**src/rtl/load_store_unit.sv**
```systemverilog
// Load/store unit: turns byte-addressed RV32 loads/stores into word-indexed accesses
// on a combinational-read data memory, with read-modify-write for SB/SH.
module load_store_unit #(
   parameter int unsigned WORD_DEPTH = 64,
   parameter int unsigned IDX_W      = 6
) (
   input  logic        clk,
   input  logic        rst_n,
   input  logic        req_valid,
   output logic        req_ready,
   input  logic        req_we,
   input  logic [2:0]  req_funct3,
   input  logic [31:0] req_addr,
   input  logic [31:0] req_wdata,
   output logic        resp_valid,
   input  logic        resp_ready,
   output logic [31:0] resp_rdata,
   output logic        resp_err,
   output logic        mem_MemRW,
   output logic [31:0] mem_addr,
   output logic [31:0] mem_wdata,
   input  logic [31:0] mem_rdata
);

   localparam logic [1:0] S_IDLE = 2'd0;
   localparam logic [1:0] S_RD   = 2'd1;
   localparam logic [1:0] S_WR   = 2'd2;
   localparam logic [1:0] S_RESP = 2'd3;

   localparam logic [2:0] F_B  = 3'b000;
   localparam logic [2:0] F_H  = 3'b001;
   localparam logic [2:0] F_W  = 3'b010;
   localparam logic [2:0] F_BU = 3'b100;
   localparam logic [2:0] F_HU = 3'b101;

   if (WORD_DEPTH != (32'd1 << IDX_W)) begin : g_bad_cfg
      $error("load_store_unit: WORD_DEPTH must equal 2**IDX_W");
   end

   logic [1:0]  state_q, state_d;
   logic        we_q, we_d;
   logic [2:0]  funct3_q, funct3_d;
   logic [1:0]  off_q, off_d;
   logic [15:0] wdata_q, wdata_d;

   logic        req_ready_d, resp_valid_d, resp_err_d, mem_MemRW_d;
   logic [31:0] resp_rdata_d, mem_addr_d, mem_wdata_d;

   logic [IDX_W-1:0] req_idx;
   logic [1:0]       req_off;
   logic             f3_legal, misaligned, out_of_range, req_err;
   logic [7:0]       ld_byte;
   logic [15:0]      ld_half;
   logic [31:0]      ld_data;
   logic [31:0]      st_word;

   assign req_idx = req_addr[IDX_W+1:2];
   assign req_off = req_addr[1:0];

   // Request legality, evaluated only at accept time
   always_comb begin
      f3_legal = 1'b0;
      if (req_we) begin
         f3_legal = (req_funct3 == F_B) || (req_funct3 == F_H) || (req_funct3 == F_W);
      end else begin
         f3_legal = (req_funct3 == F_B) || (req_funct3 == F_H) || (req_funct3 == F_W) ||
                    (req_funct3 == F_BU) || (req_funct3 == F_HU);
      end
      misaligned   = ((req_funct3[1:0] == 2'b01) && req_off[0]) ||
                     ((req_funct3[1:0] == 2'b10) && (req_off != 2'b00));
      out_of_range = |req_addr[31:IDX_W+2];
      req_err      = !f3_legal || misaligned || out_of_range;
   end

   // Load extraction and sub-word merge from the word currently read
   always_comb begin
      ld_byte = mem_rdata[{off_q, 3'b000} +: 8];
      ld_half = mem_rdata[{off_q[1], 4'b0000} +: 16];
      case (funct3_q)
         F_B:     ld_data = {{24{ld_byte[7]}}, ld_byte};
         F_H:     ld_data = {{16{ld_half[15]}}, ld_half};
         F_W:     ld_data = mem_rdata;
         F_BU:    ld_data = {24'h000000, ld_byte};
         F_HU:    ld_data = {16'h0000, ld_half};
         default: ld_data = 32'h0000_0000;
      endcase

      st_word = mem_rdata;
      if (funct3_q == F_H) begin
         st_word[{off_q[1], 4'b0000} +: 16] = wdata_q;
      end else begin
         st_word[{off_q, 3'b000} +: 8] = wdata_q[7:0];
      end
   end

   // Next-state and registered-output logic
   always_comb begin
      state_d      = state_q;
      we_d         = we_q;
      funct3_d     = funct3_q;
      off_d        = off_q;
      wdata_d      = wdata_q;
      resp_rdata_d = resp_rdata;
      resp_err_d   = resp_err;
      mem_addr_d   = mem_addr;
      mem_wdata_d  = mem_wdata;

      case (state_q)
         S_IDLE: begin
            if (req_valid) begin
               we_d         = req_we;
               funct3_d     = req_funct3;
               off_d        = req_off;
               wdata_d      = req_wdata[15:0];
               resp_rdata_d = 32'h0000_0000;
               resp_err_d   = 1'b0;
               if (req_err) begin
                  state_d    = S_RESP;
                  resp_err_d = 1'b1;
               end else if (!req_we || (req_funct3 != F_W)) begin
                  state_d    = S_RD;
                  mem_addr_d = 32'(req_idx);
               end else begin
                  state_d     = S_WR;
                  mem_addr_d  = 32'(req_idx);
                  mem_wdata_d = req_wdata;
               end
            end
         end
         S_RD: begin
            if (we_q) begin
               state_d     = S_WR;
               mem_wdata_d = st_word;
            end else begin
               state_d      = S_RESP;
               resp_rdata_d = ld_data;
            end
         end
         S_WR: begin
            state_d = S_RESP;
         end
         S_RESP: begin
            if (resp_ready) begin
               state_d = S_IDLE;
            end
         end
         default: begin
            state_d = S_IDLE;
         end
      endcase

      req_ready_d  = (state_d == S_IDLE);
      resp_valid_d = (state_d == S_RESP);
      mem_MemRW_d  = (state_d != S_WR);
   end

   always_ff @(posedge clk or negedge rst_n) begin
      if (!rst_n) begin
         state_q    <= S_IDLE;
         we_q       <= 1'b0;
         funct3_q   <= 3'b000;
         off_q      <= 2'b00;
         wdata_q    <= 16'h0000;
         req_ready  <= 1'b1;
         resp_valid <= 1'b0;
         resp_rdata <= 32'h0000_0000;
         resp_err   <= 1'b0;
         mem_MemRW  <= 1'b1;
         mem_addr   <= 32'h0000_0000;
         mem_wdata  <= 32'h0000_0000;
      end else begin
         state_q    <= state_d;
         we_q       <= we_d;
         funct3_q   <= funct3_d;
         off_q      <= off_d;
         wdata_q    <= wdata_d;
         req_ready  <= req_ready_d;
         resp_valid <= resp_valid_d;
         resp_rdata <= resp_rdata_d;
         resp_err   <= resp_err_d;
         mem_MemRW  <= mem_MemRW_d;
         mem_addr   <= mem_addr_d;
         mem_wdata  <= mem_wdata_d;
      end
   end

endmodule

```
**config.mk**
```make
export PLATFORM = sky130hd
export DESIGN_NAME = load_store_unit
export DESIGN_NICKNAME = d
export VERILOG_FILES = /design/src/rtl/load_store_unit.sv
export SDC_FILE = /design/constraint.sdc
export NUM_CORES = 1
export LEC_CHECK = 0
export ABC_AREA = 1
export BUFFER_PORTS_ARGS = -buffer_cell sky130_fd_sc_hd__buf_4
export CAP_MARGIN = 10
export CELL_PAD_IN_SITES_DETAIL_PLACEMENT = 0
export CELL_PAD_IN_SITES_GLOBAL_PLACEMENT = 1
export CORE_MARGIN = 2
export CORE_UTILIZATION = 35
export DETAILED_ROUTE_END_ITERATION = 16
export MAX_ROUTING_LAYER = met4
export PLACE_DENSITY_LB_ADDON = 0.08
export SYNTH_ARGS = -nofsm -noshare
export SYNTH_HDL_FRONTEND = slang
export SYNTH_SLANG_ARGS = --single-unit
```
**constraint.sdc**
```tcl
create_clock -name clk -period 4 [get_ports clk]
set_clock_uncertainty 0.05 [all_clocks]
set_input_delay 0.2 -clock clk [delete_from_list [all_inputs] [get_ports clk]]
set_output_delay 0.2 -clock clk [all_outputs]
set_load 0.02 [all_outputs]
```
Yosys cells after proc, flatten, opt, wreduce, memory -nomap -nowiden
Cells that the tools add are included.

Bits in registers: 98. Latch bits: 0. RAM bits: 0. Memory bits (read-only): 0. Input port bits: 104. Memories: 0.

Add/sub/neg operators: 2. Multipliers: 0. Divide/modulo/power cells: 0. $lt $le $gt $ge: 0. Equal/unequal tests: 21. Shift operators: 6. Multiplexer cells: 20. Bitwise logic cells: 1. Reductions and logical operators: 23.

Operator list (number): $mux 32 (7); $pmux 32 s5 (1); $pmux 32 s2 (2); $bwmux 32 (2); $shift 16x7->32 const A (1); $shift 8x7->32 const A (1); $shiftx 16x7->32 (1); $shiftx 32x6->16 (1); $shiftx 32x6->8 (1); $shiftx 8x7->32 (1); $reduce_or 24->1 (1); $neg 5->7 (2); $eq 3x3->1 const B (4); $ne 2x2->1 const B (6); $eq 2x2->1 const B (4); $logic_or 1x1->1 (8); $mux 2 (4); $pmux 2 s4 (1); $eq 3x1->1 const B (2); $eq 3x2->1 const B (2); $logic_not 3->1 (2); $reduce_and 3->1 (2); $reduce_and 5->1 (1); $eq 2x1->1 const B (2); other kinds (8) (14).

Depth between registers and ports, before layout
Gate-level depths: netlist (run 1).

Word-level depth: 13. Depth in mapped cells: 16. Depth with buffers taken out: 11.

Worst setup path after synthesis (run 1)
No wires, ideal clock.

Path kind: flip-flop to flip-flop. From: register off_q[1]. To: register mem_wdata[14]. Library setup time: 0.117 ns. Arrival time: 1.968 ns. Data required time: 3.833 ns. Setup slack: 1.865 ns. Stages on the path, launching flop included: 17. Path buffers: 5. Clock period less this slack: 2.135 ns. Path through: dfrtp_1 buf_4 inv_1 buf_2 buf_2 ha_1 buf_2 inv_1 buf_4 nand2_1 nor2_1 nand2_1 nand3_1 nand3_1 o21ai_1 nand3_1 nand2_1.

Cells in the longest elaborated chain, start to end: 6. Elaborated cells on any way between the ends: 11.

Ends and longest elaborated chain: start, declared (line 43) `logic [1:0] off_q, off_d;`; start signal, assigned (line 162) `off_q <= 2'b00;`; start signal, assigned (line 175) `off_q <= off_d;`; $neg 5->7, on equally long branches (line 90, 92); $shiftx 16x7->32, or another cell as far along (line 90) `st_word[{off_q[1], 4'b0000} +: 16] = wdata_q;`; $bwmux 32, on equally long branches (line 90, 92); $mux 32 * (line 89) `if (funct3_q == F_H) begin`; $mux 32 * (line 131) `if (we_q) begin`; $pmux 32 s2 * (line 108) `case (state_q)`; end signal, assigned (line 183) `mem_wdata <= mem_wdata_d;`; end, declared (line 21) `output logic [31:0] mem_wdata,`.

Mark *: on every way between the ends. The rest lies on a longest branch, timed or not. The select of a mux whose other input is x is not followed. A chain may end at the register's enable or synchronous reset.

Worst setup path after layout (run 1)
From: register off_q[1]. To: register mem_wdata[4].

The elaborated chain is that of the path after synthesis.

==> metrics.txt, run 1 <==
relative contribution of combinational cells to total power=55.9%; count of synthesis-stage warnings from yosys=0; top achievable clock speed=0.394 GHz; slew margin rel.=22.2%; clock period minus final worst setup slack=2.54 ns; Detailed Route WL=21.5 mm; number of CTS-inserted buffers=9; Max IR drop VDD=0.335 mV; largest net degree at the start of global routing=60; maximum fanout count along the critical path=21; post-synthesis register bit count=98; worst-margin pin slew=1.16 ns; number of nets still failing antenna checks after routing=0; synthesized-area fraction occupied by adder cells=0.992%; Syn Area/Cell=6.93 um2; H-tree levels=3; post-synthesis sequential area ratio=38.9%; largest family of logic cells by synthesized area=simple AND/OR/NAND/NOR gates; half-perimeter wire length of the detailed placement result=15.7 mm; via total after detailed routing=6446; simple-gate area share of the yosys netlist=35.8%; number of hold-slack violations in the final timing report=0; kind of critical path=reg -> reg; final worst setup slack=1.46 ns; part of the cycle the worst path needs=63.5%; biggest area contributors in the synthesized netlist=sky130_fd_sc_hd__dfrtp_1 38%, sky130_fd_sc_hd__nand2_1 20%, sky130_fd_sc_hd__nand3_1 10%, sky130_fd_sc_hd__o21ai_0 4.2%, sky130_fd_sc_hd__buf_4 3.7%; maximum buffer depth of the clock tree=2; initial antenna violation count=0; distinct cell type count after synthesis=37; commonest cells in the synthesized netlist=334 x sky130_fd_sc_hd__nand2_1, 126 x sky130_fd_sc_hd__nand3_1, 96 x sky130_fd_sc_hd__dfrtp_1, 53 x sky130_fd_sc_hd__inv_1, 53 x sky130_fd_sc_hd__o21ai_0; Layout Cells excl Fill=1296; total area of multi-input combinational cells=3210 um2; Internal Pwr Total=3.08 mW; layout filler cell count=1935; n_diodes=0; DIE HEIGHT=138 um; synthesized-area fraction occupied by xor and xnor cells=0%; largest area contributor in the netlist=sky130_fd_sc_hd__dfrtp_1; starting DRC count in detailed routing=456; RD Place Congestion=0.890; DRC Markers=0; most frequently used cell type in the post-synthesis netlist=sky130_fd_sc_hd__nand2_1; signal arrival time at the worst endpoint=2.79 ns; unrepaired setup endpoints after global routing=no; count of cells resized by post-cts repair=0; final-report max-slew violation count=0; via count of the first global-routing pass=6243; Clk Latency, worst-skew pair=0.36 ns; average vias per placed instance=4.97; share of flip-flops with an asynchronous set or reset after synthesis=100%; Clock power frac=15.1%; die outline width=138 um; Std-Cell Core Area=17800 um2; run status=finished clean; post-detailed-placement cell area=7560 um2; remaining global-route overflow=0; Design Area, Final=7940 um2; Cells after Synth=910; Post-synth EDFFs=0; # rows=49; count of pins on the block boundary=204; Setup crit end kind=flip-flop; count of clock tree sinks=98; share of Yosys cell area claimed by the top area cell type=38.1%; FF+latch area=2450 um2; floorplan die area=19100 um2; slack of the worst reg-to-reg path=1.46 ns; count of maximum capacitance violations=0; total global routing track utilization=22.9%; cell at the root of the clock tree=sky130_fd_sc_hd__clkbuf_16; number of post-CTS setup repair buffers=0; number of hold buffers added after cts=7; CTS tree=built; switching share of total power=49.4%; multiplexer share of the synthesized area=0.159%; power density over the cells=767 nW/um2; number of nets in the finished design=1171; Req. time, crit path=4.25 ns; launching element type of the critical path=flip-flop; Synth Area in Compound Gates=12.5%; leakage dissipation=4.12 nW; Finish-stage setup viols=0; switching pwr=3.01 mW; setup tns final=0 ns; Main synth FF type=sky130_fd_sc_hd__dfrtp_1; Hold WC Path Type=in -> reg; average routed wire per standard cell=16.6 um; clock transition at the registers of the reported paths=0.08 ns; Place WS=1.52 ns; IO Port Bufs=177; share of final-layout standard cells stronger than drive strength 1=21.4%; Inst Count DP=1273; area growth from synthesis to final layout=25.9%; Pre-antenna DRT Iters=5; starting density of the core=35.3%; sequential fraction of design power=29.0%; cell area after synthesis=6300 um2; first-pass GRT wire length=33.8 mm
## power groups by stage
stage	clock network (mW)	logic [mW]	registers, mW
floorplan	0	2.06	2.05
global placement	0	3.40	1.79
detailed placement	0	3.41	1.78
CTS	0.945	3.43	1.77
global route	0.975	3.77	1.82
finish	0.922	3.40	1.77
## stage by stage
| step | hold slack (ns) | utilization [%] | power [mW] |
|---|---|---|---|
| after floorplan | -0.146 | - | 4.11 |
| after global placement | 0.276 | 42.4 | 5.18 |
| after detailed placement | 0.287 | 42.4 | 5.20 |
| after CTS | 0.00246 | 44.5 | 6.14 |
| after global routing | 0.0290 | 44.5 | 6.57 |
| final | 0.0124 | 44.5 | 6.09 |
## worst max-delay path, stage by stage (launching register included)
cell and delay, ns:
sky130_fd_sc_hd__dfrtp_1 0.38, sky130_fd_sc_hd__inv_1 0.48, sky130_fd_sc_hd__ha_1 0.40, sky130_fd_sc_hd__nor2_1 0.42, sky130_fd_sc_hd__nand4_1 0.19, sky130_fd_sc_hd__nand3_1 0.13
sky130_fd_sc_hd__nand3_1 0.10, sky130_fd_sc_hd__o21ai_1 0.13, sky130_fd_sc_hd__nand3_1 0.10, sky130_fd_sc_hd__nand2_1 0.12
## worst paths after layout
kind,startpoint,endpoint,cells past startpoint
worst max-delay path,off_q[1],mem_wdata[4],9
worst min-delay path,req_we,we_q,3
worst max register to register,off_q[1],mem_wdata[4],9
worst min register to register,mem_wdata[24],mem_wdata[24],2
max in group asynchronous,rst_n,wdata_q[7],3
min in group asynchronous,rst_n,resp_rdata[29],2
## area by class of cell
class | instances | share of cell area, %
multi-input combinational | 702 | 40.5
sequential | 98 | 30.9
timing repair buffer | 191 | 18.3
tap | 229 | 3.61
clock buffer | 11 | 3.06
inverter | 60 | 2.87
clock inverter | 5 | 0.772
## sequential cells by signal, indices dropped and copies added (netlist names)
signal      flops
resp_rdata     32
off_q           2
resp_err        1
resp_valid      1
mem_wdata      32
we_q            1
mem_addr        6
funct3_q        3
wdata_q        16
mem_MemRW       1
state_q         2
req_ready       1
## logic make-up (layout without fill, tap and decap cells)
family,Yosys count,in the layout
fa+ha+maj,5,5
compound gates,142,142
simple gates,528,528
mux,1,1
flops,98,98
buf+inv,135,267
other cells,1,26
## cells in the final DEF (no fill, tap or decap), types with 2 or more instances in the layout
master / count
sky130_fd_sc_hd__clkbuf_16: 9
sky130_fd_sc_hd__nor2_1: 36
sky130_fd_sc_hd__a21oi_1: 28
sky130_fd_sc_hd__ha_1: 5
sky130_fd_sc_hd__nand3_1: 126
sky130_fd_sc_hd__nand2_2: 5
sky130_fd_sc_hd__conb_1: 26
sky130_fd_sc_hd__inv_1: 53
sky130_fd_sc_hd__o22ai_1: 9
sky130_fd_sc_hd__dlygate4sd3_1: 7
sky130_fd_sc_hd__inv_6: 2
sky130_fd_sc_hd__inv_2: 4
sky130_fd_sc_hd__dfrtp_1: 96
sky130_fd_sc_hd__o21ai_0: 53
sky130_fd_sc_hd__or2_2: 6
sky130_fd_sc_hd__nand4_1: 9
sky130_fd_sc_hd__dfstp_2: 2
sky130_fd_sc_hd__nor3_1: 2
sky130_fd_sc_hd__nand2_1: 334
sky130_fd_sc_hd__o211ai_1: 16
sky130_fd_sc_hd__clkinv_1: 2
sky130_fd_sc_hd__buf_4: 184
sky130_fd_sc_hd__nor2_2: 5
sky130_fd_sc_hd__nor2_4: 2
sky130_fd_sc_hd__o221ai_1: 5
sky130_fd_sc_hd__o21ai_1: 29
## routing by layer
metal  vias up  share of wire [%]  wire, um  GRT usage, %
met3        29                4.5       956          2.53
li1       3218                  -         -             -
met1      3002                 46      9810          30.3
met4         0                2.2       478          7.95
met2       197                 48     10200          36.6
met5         -                  0         0             -
Power figures use the tool's default switching activity.
==> run 2, diff against run 1 <==
--- a/config.mk
+++ b/config.mk
@@ -11,7 +11,7 @@
 export CELL_PAD_IN_SITES_DETAIL_PLACEMENT = 0
 export CELL_PAD_IN_SITES_GLOBAL_PLACEMENT = 1
 export CORE_MARGIN = 2
-export CORE_UTILIZATION = 35
+export CORE_UTILIZATION = 32
 export DETAILED_ROUTE_END_ITERATION = 16
 export MAX_ROUTING_LAYER = met4
 export PLACE_DENSITY_LB_ADDON = 0.08
==> constraint.sdc (replaced) <==
create_clock -name clk -period 2.22 [get_ports clk]
set_clock_uncertainty 0.05 [all_clocks]
set_input_delay 0.111 -clock clk [delete_from_list [all_inputs] [get_ports clk]]
set_output_delay 0.111 -clock clk [all_outputs]
set_load 0.02 [all_outputs]
==> metrics.txt, run 2 (same netlist as run 1, synthesis figures left out) <==
power density over the cells=1350 nW/um2; half-perimeter wire length of the detailed placement result=16.2 mm; maximum fanout count along the critical path=37; # rows=51; via total after detailed routing=6582; H-tree levels=3; average vias per placed instance=4.82; Pre-antenna DRT Iters=5; part of the cycle the worst path needs=85.1%; met1 GRT Util=28.4%; area growth from synthesis to final layout=31.4%; most common cell after layout, fill and taps aside=sky130_fd_sc_hd__nand2_1; top library cells by usage in the layout, fill and taps aside=334 x sky130_fd_sc_hd__nand2_1, 200 x sky130_fd_sc_hd__buf_4, 126 x sky130_fd_sc_hd__nand3_1, 96 x sky130_fd_sc_hd__dfrtp_1; n_diodes=0; Worst setup startpoint=off_q[1]; average routed wire per standard cell=16.1 um; die outline width=144 um; Std-Cell Core Area=19400 um2; DRC Markers=0; Hold WC Path Type=in -> reg; count of maximum capacitance violations=0; worst-margin pin slew=0.693 ns; RD Place Congestion=0.845; FF-to-FF Start=off_q[1]; count of pins on the block boundary=204; Clk Latency, worst-skew pair=0.36 ns; registers with the most flip-flops=mem_wdata (32), resp_rdata (32), wdata_q (16); remaining global-route overflow=0; clock period minus final worst setup slack=1.89 ns; starting density of the core=32.5%; layer with the highest usage=met2; starting DRC count in detailed routing=432; initial antenna violation count=0; DIE HEIGHT=144 um; grt met3 use=3.44%; via count of the first global-routing pass=6271; final-report max-slew violation count=0; slew margin rel.=53.6%; total global routing track utilization=21.7%; clock transition at the registers of the reported paths=0.07 ns; run status=finished clean; signal arrival time at the worst endpoint=2.14 ns; Req. time, crit path=2.47 ns; CTS tree=built; number of hold-slack violations in the final timing report=0; floorplan die area=20800 um2; Setup crit end kind=flip-flop; first-pass GRT wire length=33.9 mm; Max IR drop VDD=0.521 mV; IO Port Bufs=177; cell at the root of the clock tree=sky130_fd_sc_hd__clkbuf_16; Finish-stage setup viols=0; number of post-CTS setup repair buffers=0; layout filler cell count=2130; launching element type of the critical path=flip-flop; leakage dissipation=4.27 nW; global routing usage on met2=35.5%; count of clock tree sinks=98; top achievable clock speed=0.529 GHz; kind of critical path=reg -> reg; share of final-layout standard cells stronger than drive strength 1=22.5%; Detailed Route WL=22.0 mm; number of CTS-inserted buffers=9; number of nets in the finished design=1204; Hold Startpoint=req_wdata[10]; setup tns final=0 ns; number of nets still failing antenna checks after routing=0; slack of the worst reg-to-reg path=0.33 ns; unrepaired setup endpoints after global routing=no; post-layout total power=11.2 mW; largest net degree at the start of global routing=47; maximum buffer depth of the clock tree=2
## run 2: repair_timing
item	4_1_cts	5_1_grt
setup endpoints to repair	0	6
endpoints found under the hold margin	50	0
hold buffers	21	0
gates resized for setup	0	1
## run 2: routing by layer
layer | up-vias | routed length (um) | part of all wire [%]
li1 | 3289 | - | -
met1 | 3053 | 9760 | 44
met2 | 219 | 10600 | 48
met3 | 21 | 1250 | 5.7
met4 | 0 | 342 | 1.6
met5 | - | 0 | 0
## run 2: path summary, 6_finish.rpt
path / endpoint / cells past startpoint
hold / removal: wdata_q[10] / 3
min in group asynchronous: resp_rdata[14] / 2
setup reg to reg: mem_wdata[9] / 11
setup / recovery: mem_wdata[9] / 11
hold reg to reg: mem_wdata[25] / 2
max in group asynchronous: funct3_q[0] / 3
## run 2: through the flow
stage | area (um2) | hold WS [ns] | instances | util [%] | setup WS (ns)
floorplan | 6400 | -0.235 | 935 | - | 0.0849
global placement | 7790 | 0.0475 | 1328 | 40.2 | 0.164
detailed placement | 7790 | 0.0512 | 1328 | 40.2 | 0.101
CTS | 8280 | 0.00152 | 1365 | 42.7 | 0.0888
global route | 8290 | 0.0140 | 1365 | 42.7 | 0.118
finish | 8290 | 0.00942 | 1365 | 42.7 | 0.331
## run 2: final cells by class
cell class              instances  area (um2)  area share, %
well taps                     265         332           4.00
clock inverters                 6        50.0          0.604
flip-flops and latches         98        2450           29.6
repair buffers                224        1770           21.4
inverters                      60         228           2.75
clock buffers                  10         229           2.76
multi-input cells             702        3220           38.9
## run 2: report_power, final
part           leakage [nW]  switching, mW  total, mW  internal, mW
Clock                 0.135          0.757       1.53         0.778
Combinational          2.88           4.13       6.47          2.34
Sequential             1.25          0.602       3.15          2.55
## run 2: worst max-delay path, stage by stage, from the launching register on
cell and delay (ns):
sky130_fd_sc_hd__dfrtp_1 0.37, sky130_fd_sc_hd__inv_1 0.17, sky130_fd_sc_hd__buf_12 0.23, sky130_fd_sc_hd__ha_1 0.19, sky130_fd_sc_hd__nand2_1 0.05, sky130_fd_sc_hd__inv_1 0.21
sky130_fd_sc_hd__nand2_1 0.09, sky130_fd_sc_hd__nand3_1 0.07, sky130_fd_sc_hd__nand3_1 0.12, sky130_fd_sc_hd__o21ai_1 0.11, sky130_fd_sc_hd__nand3_1 0.08, sky130_fd_sc_hd__nand2_1 0.09
